**config.mk**
```make
export PLATFORM = sky130hd
export DESIGN_NAME = chnl_tx_framer
export DESIGN_NICKNAME = d
export VERILOG_FILES = /design/src/rtl/chnl_pkg.sv /design/src/rtl/chnl_tx_framer.sv
export SDC_FILE = /design/constraint.sdc
export NUM_CORES = 1
export LEC_CHECK = 0
export CAP_MARGIN = 5
export CELL_PAD_IN_SITES_DETAIL_PLACEMENT = 1
export CELL_PAD_IN_SITES_GLOBAL_PLACEMENT = 2
export CORE_UTILIZATION = 27
export CTS_CLUSTER_SIZE = 25
export DETAILED_ROUTE_END_ITERATION = 16
export HOLD_SLACK_MARGIN = 0.06
export PLACE_DENSITY = 0.9
export RECOVER_POWER = 25
export SYNTH_ARGS = -nofsm -noshare
export SYNTH_HDL_FRONTEND = slang
export SYNTH_SLANG_ARGS = --single-unit
```
**constraint.sdc**
```tcl
create_clock -name clk -period 2.87 [get_ports clk]
set_input_delay 0.4305 -clock clk [delete_from_list [all_inputs] [get_ports clk]]
set_output_delay 0.4305 -clock clk [all_outputs]
set_load 0.01 [all_outputs]
```
**src/rtl/chnl_pkg.sv**
```systemverilog
// Shared constants for the CHNL record framer and the host-side record decoder.
// Trailer word layout: magic[31:24], seq[23:16], payload beat count[15:0].
package chnl_pkg;

   localparam logic [7:0] MAGIC_OK    = 8'hA5;
   localparam logic [7:0] MAGIC_TRUNC = 8'h5A;

   localparam int unsigned MAGIC_LSB = 24;
   localparam int unsigned SEQ_LSB   = 16;
   localparam int unsigned CNT_LSB   = 0;

   typedef logic [1:0] state_t;

   localparam state_t S_DATA    = 2'd0;
   localparam state_t S_TRAILER = 2'd1;
   localparam state_t S_PAD     = 2'd2;

   function automatic logic [31:0] trailer_word(input logic trunc, input logic [7:0] seq,
                                                input logic [15:0] cnt);
      logic [7:0] magic;
      magic = trunc ? MAGIC_TRUNC : MAGIC_OK;
      return (32'(magic) << MAGIC_LSB) | (32'(seq) << SEQ_LSB) | (32'(cnt) << CNT_LSB);
   endfunction

endpackage

```
**src/rtl/chnl_tx_framer.sv**
```systemverilog
// Record framer ahead of the CHNL transmitter: passes payload through, then appends a
// trailer beat and zero padding so every record fills whole CHNL_ALIGN-word blocks.
module chnl_tx_framer
   import chnl_pkg::*;
#(
   parameter int unsigned DATA_WIDTH = 32,
   parameter int unsigned CHNL_ALIGN = 4,
   parameter int unsigned MAX_BEATS  = 4096
) (
   input  logic                  clk,
   input  logic                  rst,
   input  logic                  i_val,
   output logic                  i_rdy,
   input  logic [DATA_WIDTH-1:0] i_data,
   input  logic                  i_last,
   output logic                  o_val,
   input  logic                  o_rdy,
   output logic [DATA_WIDTH-1:0] o_data,
   output logic [31:0]           o_rec_cnt
);

   localparam int unsigned REC_BEATS = CHNL_ALIGN * 32 / DATA_WIDTH;
   localparam int unsigned PW        = $clog2(REC_BEATS) + 1;

   state_t        state_q, state_d;
   logic [PW-1:0] pos_q, pos_d;
   logic [15:0]   cnt_q, cnt_d;
   logic [7:0]    seq_q, seq_d;
   logic          trunc_q, trunc_d;
   logic [31:0]   rec_cnt_q, rec_cnt_d;

   logic          xfer;
   logic          pos_wrap;
   logic [PW-1:0] pos_inc;
   logic [15:0]   cnt_inc;
   logic          at_max;

   assign xfer     = o_val && o_rdy;
   assign pos_wrap = (pos_q == PW'(REC_BEATS - 1));
   assign pos_inc  = pos_wrap ? '0 : pos_q + 1'b1;
   assign cnt_inc  = cnt_q + 16'd1;
   assign at_max   = (cnt_inc == 16'(MAX_BEATS));

   assign o_rec_cnt = rec_cnt_q;

   always_comb begin
      state_d   = state_q;
      pos_d     = pos_q;
      cnt_d     = cnt_q;
      seq_d     = seq_q;
      trunc_d   = trunc_q;
      rec_cnt_d = rec_cnt_q;
      o_val     = 1'b0;
      i_rdy     = 1'b0;
      o_data    = '0;

      case (state_q)
         S_DATA: begin
            o_val  = i_val;
            i_rdy  = o_rdy;
            o_data = i_data;
            if (xfer) begin
               cnt_d = cnt_inc;
               pos_d = pos_inc;
               // Hitting the beat limit without i_last splits the record here.
               if (i_last || at_max) begin
                  state_d = S_TRAILER;
                  trunc_d = !i_last;
               end
            end
         end
         S_TRAILER: begin
            o_val        = 1'b1;
            o_data[31:0] = trailer_word(trunc_q, seq_q, cnt_q);
            if (xfer) begin
               seq_d     = seq_q + 8'd1;
               rec_cnt_d = rec_cnt_q + 32'd1;
               cnt_d     = '0;
               trunc_d   = 1'b0;
               pos_d     = pos_inc;
               state_d   = pos_wrap ? S_DATA : S_PAD;
            end
         end
         S_PAD: begin
            o_val = 1'b1;
            if (xfer) begin
               pos_d = pos_inc;
               if (pos_wrap) state_d = S_DATA;
            end
         end
         default: state_d = S_DATA;
      endcase
   end

   always_ff @(posedge clk) begin
      if (rst) begin
         state_q   <= S_DATA;
         pos_q     <= '0;
         cnt_q     <= '0;
         seq_q     <= '0;
         trunc_q   <= 1'b0;
         rec_cnt_q <= '0;
      end else begin
         state_q   <= state_d;
         pos_q     <= pos_d;
         cnt_q     <= cnt_d;
         seq_q     <= seq_d;
         trunc_q   <= trunc_d;
         rec_cnt_q <= rec_cnt_d;
      end
   end

endmodule
```
==> impl_metrics.tcl <==
set metrics [dict create \
    p_comb_frac 0.235 \
    cts_buffers 9 \
    p_switching_uw 751 \
    synth_edf_count 0 \
    switching_share 0.300 \
    yosys_warnings 0 \
    min_from "pos_q[2]" \
    setup_violations 0 \
    fin_crit_ps 2720 \
    cts_resized 0 \
    rsz0062_at_grt "no" \
    cts_tree "done" \
    clk_latency_ps 330 \
    cts_hold_buf 0 \
    grt_overflow_total 0 \
    peakVddDrop_v 0.000265 \
    fin_util 0.394 \
    postRouteAntennaNets 0 \
    grtUsageTotal 0.173 \
    skew_ps 10.5 \
    r2r_start "cnt_q[1]" \
    antenna_cells 0 \
    crit_path_cell_trace "ha_1 > nand3_1 > a2111oi_1 > a211oi_1 > o21bai_1 > o31a_1 > or4b_1 > a21oi_1" \
    avgSynthCellArea_sq_um 8.00 \
    cp_max_fo 9 \
    worst_setup_path_start_kind "flop" \
    tightest_slew_ps 610 \
    cts_max_path_buffers 2 \
    hold_class "reg2reg" \
    syn_area_sq_mm 0.00352 \
    yosysSeqAreaShare 0.353 \
    die_area_sq_mm 0.0135 \
    ys_seq_elements 62 \
    syn-num-nets 486 \
    crit_path_top_delay_cell "dfxtp_1" \
    cts_setup_buffers 0 \
    rows 41 \
    ys_async_sr_fraction 0 \
    drc 0 \
    portBuffers 102 \
    power.density_mw_per_mm2 502 \
    wl_per_cell_microns 16.1 \
    clock_power_share 0.408 \
    r2r_end "state_q[1]" \
    cpPeakStageDelay_ps 490 \
    fin_crit_sh 0.948 \
    drive_gt1_frac 0.0737 \
    area_growth_pct 41.8 \
    nets 584 \
    grt_pass1_vias 3588 \
    critical_path_class "reg2reg" \
    dp_cells 699 \
    die_y_microns 116 \
    r2r_cells 8 \
    grt_max_degree 41 \
    crit_start "cnt_q[1]" \
    first_iter_violations 145 \
    gp_congestion 0.838 \
    relSlewSlack 0.593 \
    endpoint_kind "flop" \
    slew_violations 0 \
    synth_cells 440 \
    finalHoldViolations 0 \
    ys_types 53 \
    layout_common_cells "clkdlybuf4s50_1, dfxtp_1, nor2_1" \
    die_w_microns 116 \
    ys.flop_type "dfxtp_1" \
    clk_pin_slew_worst_paths_ps 60 \
    outcome "complete, no violations" \
    avgViaCountPerCell 5.10 \
    finalWirelength_microns 11500 \
    seqPwrFrac 0.357 \
    final_cells 715 \
    cap_violations 0 \
    htreeDepth 3 \
    ios 103 \
    drtPass1Iterations 5 \
    layout.cells.most_common "clkdlybuf4s50_1" \
    cts-root-buf "clkbuf_16" \
    vias 3648 \
    dp_hpwl_microns 8260 \
    fmax_mhz 368 \
    worstPathArrival_ps 2980 \
    grt_pass1_wl_microns 18200 \
    regToRegSetupSlack_ps 150 \
    core-area_sq_mm 0.0127 \
    required_ps 3130 \
    clkSinkCount 62 \
    p_int_mw 1.75 \
    antenna_found_initial 0 \
    fin_setup_tns_ps 0 \
    start_util 0.278 \
    crit_end "state_q[1]" \
    p_leak_nw 1.82 \
]
metal layers:
metal	track usage	part of all wire
met2	0.302	0.50
met5	0	0
met1	0.213	0.45
met4	0.0632	0.014
met3	0.0306	0.043
cell type report:
type | count | area (sq um)
Clock buffer | 9 | 225
Timing Repair Buffer | 116 | 1110
Tap cell | 172 | 215
Fill cell | 1518 | 7680
Clock inverter | 7 | 50.0
Multi-Input combinational cell | 342 | 2120
Sequential cell | 62 | 1240
Inverter | 7 | 26.3
Yosys cell counts (2+ instances only):
master	n	area [sq um]
a211oi_1	4	30.0
a21oi_1	28	140
a22o_1	24	210
a311oi_1	4	35.0
a31o_2	3	26.3
a31oi_1	7	43.8
a41oi_1	2	17.5
and2_1	4	25.0
and3_1	9	56.3
and4_1	2	17.5
buf_1	4	15.0
buf_2	7	35.0
clkbuf_1	15	56.3
dfxtp_1	62	1240
ha_1	9	113
inv_1	7	26.3
mux2i_1	2	20.0
nand2_1	40	150
nand2b_1	5	31.3
nand3_1	9	45.0
nand3b_1	5	37.5
nand4_1	17	106
nor2_1	58	218
nor2b_1	3	18.8
nor3_1	9	45.0
nor3b_1	2	15.0
nor4_1	4	25.0
nor4_2	2	25.0
o21ai_0	24	120
o21bai_1	2	15.0
or3_1	12	75.1
or4_1	4	30.0
xnor2_1	13	114
xor2_1	19	166
how the worst min path moves through the flow:
| stage | to | slack [ps] | cells past startpoint |
|---|---|---|---|
| after floorplan | pos_q[2] | 430 | 2 |
| after global placement | pos_q[2] | 440 | 2 |
| after detailed placement | pos_q[2] | 440 | 2 |
| after CTS | pos_q[2] | 450 | 2 |
| after global routing | pos_q[1] | 490 | 2 |
| final | pos_q[2] | 450 | 2 |
critical path, delay by kind of cell (launching register included):
kind | cells | cell delay (ps)
AND/OR/NAND/NOR | 2 | 710
adder cells (fa/ha/maj) | 1 | 320
flip-flops | 1 | 490
AO/OA/AOI/OAI | 5 | 1120
power groups by stage:
stage,registers (mW),logic [mW],clock network [mW]
after detailed placement,0.912,0.592,0
after floorplan,0.905,0.296,0
final,0.894,0.590,1.02
after global routing,0.896,0.636,1.07
after CTS,0.893,0.598,1.04
after global placement,0.911,0.583,0
cells by family after synthesis:
group / count (synthesis) / share of synthesized area
AOI/OAI and AO/OA: 105 / 0.199
xor gates and xnor gates: 32 / 0.0797
adders and majority gates: 9 / 0.0320
buffers and inverters: 36 / 0.0444
DFF: 62 / 0.353
muxes: 3 / 0.00889
and+or+nand+nor: 193 / 0.283
metrics by stage:
stage	power (mW)	setup slack, ps	area (sq um)	hold slack (ps)
after floorplan	1.20	536	3520	427
after global placement	1.49	287	4720	436
after detailed placement	1.50	188	4720	444
after CTS	2.53	174	5000	452
after global routing	2.60	10.3	4990	490
final	2.51	150	4990	451
state kept, by name, indices dropped and copies added, names as in the netlist:
register,cells
seq_q,8
trunc_q,1
o_rec_cnt,32
state_q,2
pos_q,3
cnt_q,16
Power figures use the tool's default switching activity.
